--- src/rtl/filter_pkg.sv ---
`default_nettype none
// ----------------------------------------------------------------------------
// filter_pkg: shared widths, issuer FSM states and coefficient record.
// Rev 1.0
// ----------------------------------------------------------------------------
package filter_pkg;

  localparam int DATA_W = 11;

  typedef enum logic [1:0] {
    ST_IDLE  = 2'd0,
    ST_ISSUE = 2'd1,
    ST_GAP   = 2'd2
  } state_e;

  typedef struct packed {
    logic [DATA_W-1:0] a1;
    logic [DATA_W-1:0] b1;
    logic [DATA_W-1:0] b0;
  } coef_t;

endpackage
`default_nettype wire

--- src/rtl/fifo_sync.sv ---
`default_nettype none
// ----------------------------------------------------------------------------
// fifo_sync: single-clock FIFO with occupancy output, reset and clear.
// Rev 1.0
// ----------------------------------------------------------------------------
module fifo_sync #(
  parameter int DATA_W = 11,
  parameter int DEPTH  = 8,
  parameter int ADDR_W = 3
) (
  input  logic              clk,
  input  logic              rst_i,
  input  logic              clr_i,
  input  logic              wr_en_i,
  input  logic [DATA_W-1:0] wr_data_i,
  input  logic              rd_en_i,
  output logic [DATA_W-1:0] rd_data_o,
  output logic [ADDR_W:0]   level_o
);

  logic [DATA_W-1:0] mem_q [DEPTH];
  logic [ADDR_W-1:0] wr_ptr_q;
  logic [ADDR_W-1:0] rd_ptr_q;
  logic [ADDR_W:0]   level_q;
  logic              do_wr;
  logic              do_rd;

  // A full FIFO refuses the write even when a read frees a slot on the same edge.
  assign do_wr     = wr_en_i && (level_q != (ADDR_W+1)'(DEPTH));
  assign do_rd     = rd_en_i && (level_q != '0);
  assign rd_data_o = mem_q[rd_ptr_q];
  assign level_o   = level_q;

  always_ff @(posedge clk) begin
    if (!rst_i && !clr_i && do_wr) begin
      mem_q[wr_ptr_q] <= wr_data_i;
    end
  end

  always_ff @(posedge clk) begin
    if (rst_i || clr_i) begin
      wr_ptr_q <= '0;
      rd_ptr_q <= '0;
      level_q  <= '0;
    end else begin
      if (do_wr) wr_ptr_q <= wr_ptr_q + 1'b1;
      if (do_rd) rd_ptr_q <= rd_ptr_q + 1'b1;
      case ({do_wr, do_rd})
        2'b10:   level_q <= level_q + 1'b1;
        2'b01:   level_q <= level_q - 1'b1;
        default: level_q <= level_q;
      endcase
    end
  end

endmodule
`default_nettype wire

--- src/rtl/filter_input_buffer.sv ---
`default_nettype none
// ----------------------------------------------------------------------------
// filter_input_buffer: buffers samples, issues paced din/vin strobes, and
// double-buffers the a1/b1/b0 coefficients so they only change while vin=0.
// Rev 1.0
// ----------------------------------------------------------------------------
module filter_input_buffer
  import filter_pkg::*;
#(
  parameter int DATA_W = filter_pkg::DATA_W,
  parameter int DEPTH  = 8,
  parameter int ADDR_W = 3,
  parameter int GAP    = 0
) (
  input  logic              clk,
  input  logic              rstN,
  input  logic [DATA_W-1:0] s_data,
  input  logic              s_valid,
  output logic              s_ready,
  input  logic              flush,
  input  logic [DATA_W-1:0] coef_a1,
  input  logic [DATA_W-1:0] coef_b1,
  input  logic [DATA_W-1:0] coef_b0,
  input  logic              coef_load,
  output logic              coef_pend,
  output logic [ADDR_W:0]   level,
  output logic [DATA_W-1:0] din,
  output logic              vin,
  output logic [DATA_W-1:0] a1,
  output logic [DATA_W-1:0] b1,
  output logic [DATA_W-1:0] b0
);

  localparam int GAP_W = (GAP > 1) ? $clog2(GAP + 1) : 1;

  state_e            state_q, state_d;
  logic [GAP_W-1:0]  gap_cnt_q, gap_cnt_d;
  logic              vin_q, vin_d;
  logic [DATA_W-1:0] din_q, din_d;
  coef_t             shadow_q, shadow_d;
  coef_t             coef_q, coef_d;
  logic              pend_q, pend_d;

  logic [DATA_W-1:0] head;
  logic              wr_en;
  logic              pop;
  logic              commit;
  logic              issue_slot;

  assign s_ready = !rstN && (level != (ADDR_W+1)'(DEPTH));
  assign wr_en   = s_valid && s_ready && !flush;

  fifo_sync #(
    .DATA_W (DATA_W),
    .DEPTH  (DEPTH),
    .ADDR_W (ADDR_W)
  ) u_fifo (
    .clk       (clk),
    .rst_i     (rstN),
    .clr_i     (flush),
    .wr_en_i   (wr_en),
    .wr_data_i (s_data),
    .rd_en_i   (pop),
    .rd_data_o (head),
    .level_o   (level)
  );

  // A pending shadow always commits on the next edge; it steals the issue slot
  // if there is one, so the cycle after a commit never carries vin=1.
  assign commit = pend_q;

  always_comb begin
    issue_slot = 1'b0;
    case (state_q)
      ST_IDLE:  issue_slot = 1'b1;
      ST_ISSUE: issue_slot = (GAP == 0);
      ST_GAP:   issue_slot = (gap_cnt_q == GAP_W'(1));
      default:  issue_slot = 1'b1;
    endcase
  end

  always_comb begin
    state_d   = state_q;
    gap_cnt_d = gap_cnt_q;
    vin_d     = 1'b0;
    din_d     = din_q;
    pop       = 1'b0;
    if (flush) begin
      state_d   = ST_IDLE;
      gap_cnt_d = '0;
    end else if (issue_slot && (level != '0) && !commit) begin
      state_d   = ST_ISSUE;
      gap_cnt_d = '0;
      vin_d     = 1'b1;
      din_d     = head;
      pop       = 1'b1;
    end else if ((state_q == ST_ISSUE) && (GAP > 0)) begin
      state_d   = ST_GAP;
      gap_cnt_d = GAP_W'(GAP);
    end else if ((state_q == ST_GAP) && (gap_cnt_q > GAP_W'(1))) begin
      state_d   = ST_GAP;
      gap_cnt_d = gap_cnt_q - 1'b1;
    end else begin
      state_d   = ST_IDLE;
      gap_cnt_d = '0;
    end
  end

  // A load on a commit edge lands in the shadow after the old shadow moves out.
  always_comb begin
    shadow_d = shadow_q;
    coef_d   = coef_q;
    pend_d   = pend_q;
    if (commit) begin
      coef_d = shadow_q;
      pend_d = 1'b0;
    end
    if (coef_load) begin
      shadow_d = '{a1: coef_a1, b1: coef_b1, b0: coef_b0};
      pend_d   = 1'b1;
    end
  end

  always_ff @(posedge clk) begin
    if (rstN) begin
      state_q   <= ST_IDLE;
      gap_cnt_q <= '0;
      vin_q     <= 1'b0;
      din_q     <= '0;
      shadow_q  <= '0;
      coef_q    <= '0;
      pend_q    <= 1'b0;
    end else begin
      state_q   <= state_d;
      gap_cnt_q <= gap_cnt_d;
      vin_q     <= vin_d;
      din_q     <= din_d;
      shadow_q  <= shadow_d;
      coef_q    <= coef_d;
      pend_q    <= pend_d;
    end
  end

  assign vin       = vin_q;
  assign din       = din_q;
  assign coef_pend = pend_q;
  assign a1        = coef_q.a1;
  assign b1        = coef_q.b1;
  assign b0        = coef_q.b0;

endmodule
`default_nettype wire

--- config.mk ---
export PLATFORM = sky130hd
export DESIGN_NAME = filter_input_buffer
export DESIGN_NICKNAME = d
export VERILOG_FILES = /design/src/rtl/filter_pkg.sv /design/src/rtl/fifo_sync.sv /design/src/rtl/filter_input_buffer.sv
export SDC_FILE = /design/constraint.sdc
export NUM_CORES = 1
export LEC_CHECK = 0
export ABC_CLOCK_PERIOD_IN_PS = 3500
export CELL_PAD_IN_SITES_DETAIL_PLACEMENT = 1
export CELL_PAD_IN_SITES_GLOBAL_PLACEMENT = 1
export CORE_MARGIN = 4
export CORE_UTILIZATION = 44
export CTS_CLUSTER_DIAMETER = 80
export DETAILED_ROUTE_END_ITERATION = 16
export HOLD_SLACK_MARGIN = 0.02
export PLACE_DENSITY_LB_ADDON = 0.1
export REMOVE_ABC_BUFFERS = 1
export SETUP_SLACK_MARGIN = 0.1
export SLEW_MARGIN = 0
export SYNTH_ARGS = -nofsm -noshare
export SYNTH_HDL_FRONTEND = slang
export SYNTH_SLANG_ARGS = --single-unit
--- constraint.sdc ---
create_clock -name clk -period 3.5 [get_ports clk]
set_input_delay 0.7 -clock clk [delete_from_list [all_inputs] [get_ports clk]]
set_output_delay 0.7 -clock clk [all_outputs]
set_load 0.05 [all_outputs]
==> flow_summary.toml, run 1 <==
[synth]
ys_seq_area_frac = 0.672
synth_most_common_cell = "nor2_1"
synth_top_cell_area_share = 0.402
synth_cell_types = 35
synth_ff_type = "dfxtp_1"
netlist_instances = 462
synth-edff-count = 88
synth_area_leaders = "edfxtp_1 40%, dfxtp_1 27%, mux2i_1 10%"
syn_avg_cell_area_um2 = 14.2
ys_top_cells_by_count = "94 x nor2_1, 89 x dfxtp_1, 88 x edfxtp_1, 66 x mux2i_1, 22 x mux4_2"
synthArstFlopShare = 0
ys.warnings.count = 0
synth_area_um2 = 6580
ys_seq_elements = 177
yosysTopAreaCell = "edfxtp_1"

[critical_path]
slowest_stage = "clkdlybuf4s50_1"
required_ps = 2800
crit_chain = "or4b_1, nor2b_1, clkdlybuf4s50_1"
crit_family = "simple AND/OR/NAND/NOR gates"
r2r_slack_ps = 980
regToRegEndpoint = "u_fifo.level_o[3]"
path_class = "reg -> out"
regToRegStartpoint = "u_fifo.level_o[0]"
path_max_fanout = 6
r2r_cells = 8
arrival_ps = 2300
startpoint = "u_fifo.level_o[0]"
cp-start-kind = "flop"
path_buf_inv = 1
critical-path-max-stage-delay_ps = 700
critPathCaptureType = "output port"

[clock_network]
cts_tree = "yes"
clk_pin_slew_ps = 60
hold_buffers = 0
clock_latency_ps = 420
cts_max_level = 4
cts_sinks = 177
numCtsBuffers = 17
cts_buffer_depth = 2
cts_resized = 0
cts_root_buf = "clkbuf_16"
postCtsSetupBuffers = 0

[power]
leakagePower_uw = 0.00301
p_seq_frac = 0.509
internal_power_uw = 3460
switching_power_uw = 943
power_uw = 4400
pwr-share-clk = 0.429
power.density_nw_per_um2 = 524
swShare = 0.214
vdd_ir_drop_max_v = 0.000322
comb_power_share = 0.062

[timing]
finClkSkew_ps = 5.89
relSlewSlack = 0.470
period_share = 0.858
hold_viol_final = 0
tightest_slew_ps = 795
timing.final.crit_period_ps = 3000
grt_setup_unrepaired = "no"
max_freq_mhz = 333
setup_violations = 0
drv_slew = 0

[drt]
post_drt_wl_per_cell_um = 18.8
drc = 0
via_per_inst = 5.16
vias = 3953
drt-initial-drc-count = 240
ant_nets = 0
drt_first_pass_iters = 4
routed_wl_um = 14400

[placement]
gp_congestion = 0.736
hpwl_um = 9530
numPortBuffers = 99

[floorplanning]
coreArea_um2 = 14600
fp-row-count = 44
die_width_um = 130
ios = 100
die_height_um = 130
initial_utilization = 0.451
die-area_um2 = 17000

[final_layout]
syn_to_final_growth_pct = 27.6
seqCellArea_um2 = 4430
layout.nets = 624
multi_input_area_um2 = 1990
post-route-util = 0.575
final_layout_size_suffix_gt1_frac = 0.139
fill_cells = 1380
antennaDiodeCount = 0

[global_routing]
grt_overflow_total = 0
antenna_found_initial = 0
grt_pass1_wl_um = 22700
track_usage = 0.179
grt_max_degree = 77
grt_pass1_vias = 4202

[job]
cap_violations = 0

[worst_hold_path]
whs_path_depth = 2
hp-class = "reg -> reg"
hold_path_end = "din[5]"
min_from = "din[5]"

[outcome]
status = "completed"
## layout by cell type, fill, tap and decap left out, types with 6 or more instances in the layout
cell type / synthesis / layout
clkbuf_16: 0 / 21
nor3_1: 12 / 12
mux4_2: 22 / 22
a21oi_1: 6 / 6
dfxtp_1: 89 / 88
nand3_1: 7 / 7
o22ai_1: 11 / 11
mux2i_1: 66 / 66
nor2_1: 94 / 94
edfxtp_1: 88 / 88
clkdlybuf4s50_1: 0 / 97
buf_4: 2 / 18
## stage by stage
step | cell area, µm² | hold slack, ps | instances | setup TNS, ps | setup WS, ps
after floorplan | 6430 | 460 | 433 | -62.5 | -62.5
final | 8390 | 492 | 766 | 0 | 498
after global placement | 7780 | 470 | 734 | 0 | 748
after detailed placement | 7780 | 485 | 734 | 0 | 565
after global routing | 8390 | 524 | 766 | 0 | 434
after CTS | 8390 | 499 | 766 | 0 | 468
## worst reg2reg max path: cells and delay by family (launching register included)
family | cells | cell delay (ps)
AOI/OAI and AO/OA | 4 | 710
DFF | 1 | 360
and+or+nand+nor | 2 | 780
adders and majority gates | 2 | 590
## power by group through the flow
stage          registers [µW]  clock network, µW  logic (µW)
6_report                 2240               1890         274
5_1_grt                  2240               2030         297
4_1_cts                  2240               1930         280
3_5_place_dp             2280                  0         278
3_3_place_gp             2280                  0         270
2_1_floorplan            2330                  0        81.0
## routing by layer
| metal | routed length (µm) | vias up | global-route usage |
|---|---|---|---|
| met2 | 7240 | 85 | 0.302 |
| met5 | 0 | - | 0 |
| met1 | 6250 | 1964 | 0.226 |
| met4 | 208 | 0 | 0.0636 |
| met3 | 705 | 23 | 0.0405 |
| li1 | - | 1881 | - |
## cell type report
class,instances,area share
clock buffer,23,0.0659
clock inverter,9,0.00745
inverter,4,0.00179
multi-input combinational,252,0.237
sequential,177,0.527
tap,184,0.0274
timing repair buffer,117,0.133
## registers in the layout, indices dropped and copies added (netlist names)
signal / flops
a1: 11
u_fifo.mem_q: 88
u_fifo.wr_ptr_q: 3
b1: 11
din: 11
u_fifo.level_o: 4
coef_pend: 1
u_fifo.rd_ptr_q: 3
shadow_q: 33
b0: 11
vin: 1
## how the worst max path moves through the flow
stage,endpoint,slack (ps),cells past startpoint
floorplan,u_fifo.level_o[3],-60,8
global placement,u_fifo.level_o[3],750,9
detailed placement,u_fifo.level_o[3],560,9
CTS,s_ready,470,3
global route,s_ready,430,3
finish,s_ready,500,3
## logic make-up (layout without fill, tap and decap cells)
kind of cell	Yosys count	in the layout	share of synthesized area
DFF	177	177	0.672
AOI/OAI and AO/OA	20	20	0.0181
xor gates and xnor gates	6	6	0.00799
buffers and inverters	33	153	0.0249
muxes	88	88	0.176
and+or+nand+nor	132	132	0.0882
adders and majority gates	6	6	0.0126
Note: power is estimated with default switching activity, not from simulation.
==> run 2, diff against run 1 <==
GPL_TIMING_DRIVEN = 1   (was default)
==> results of run 2 <==
No change in the layout: final DEF, timing and power equal those of run 1.
==> run 3, diff against run 2 <==
SLEW_MARGIN = 20   (was 0)
==> results of run 3 <==
No change in the layout: final DEF, timing and power equal those of run 1.
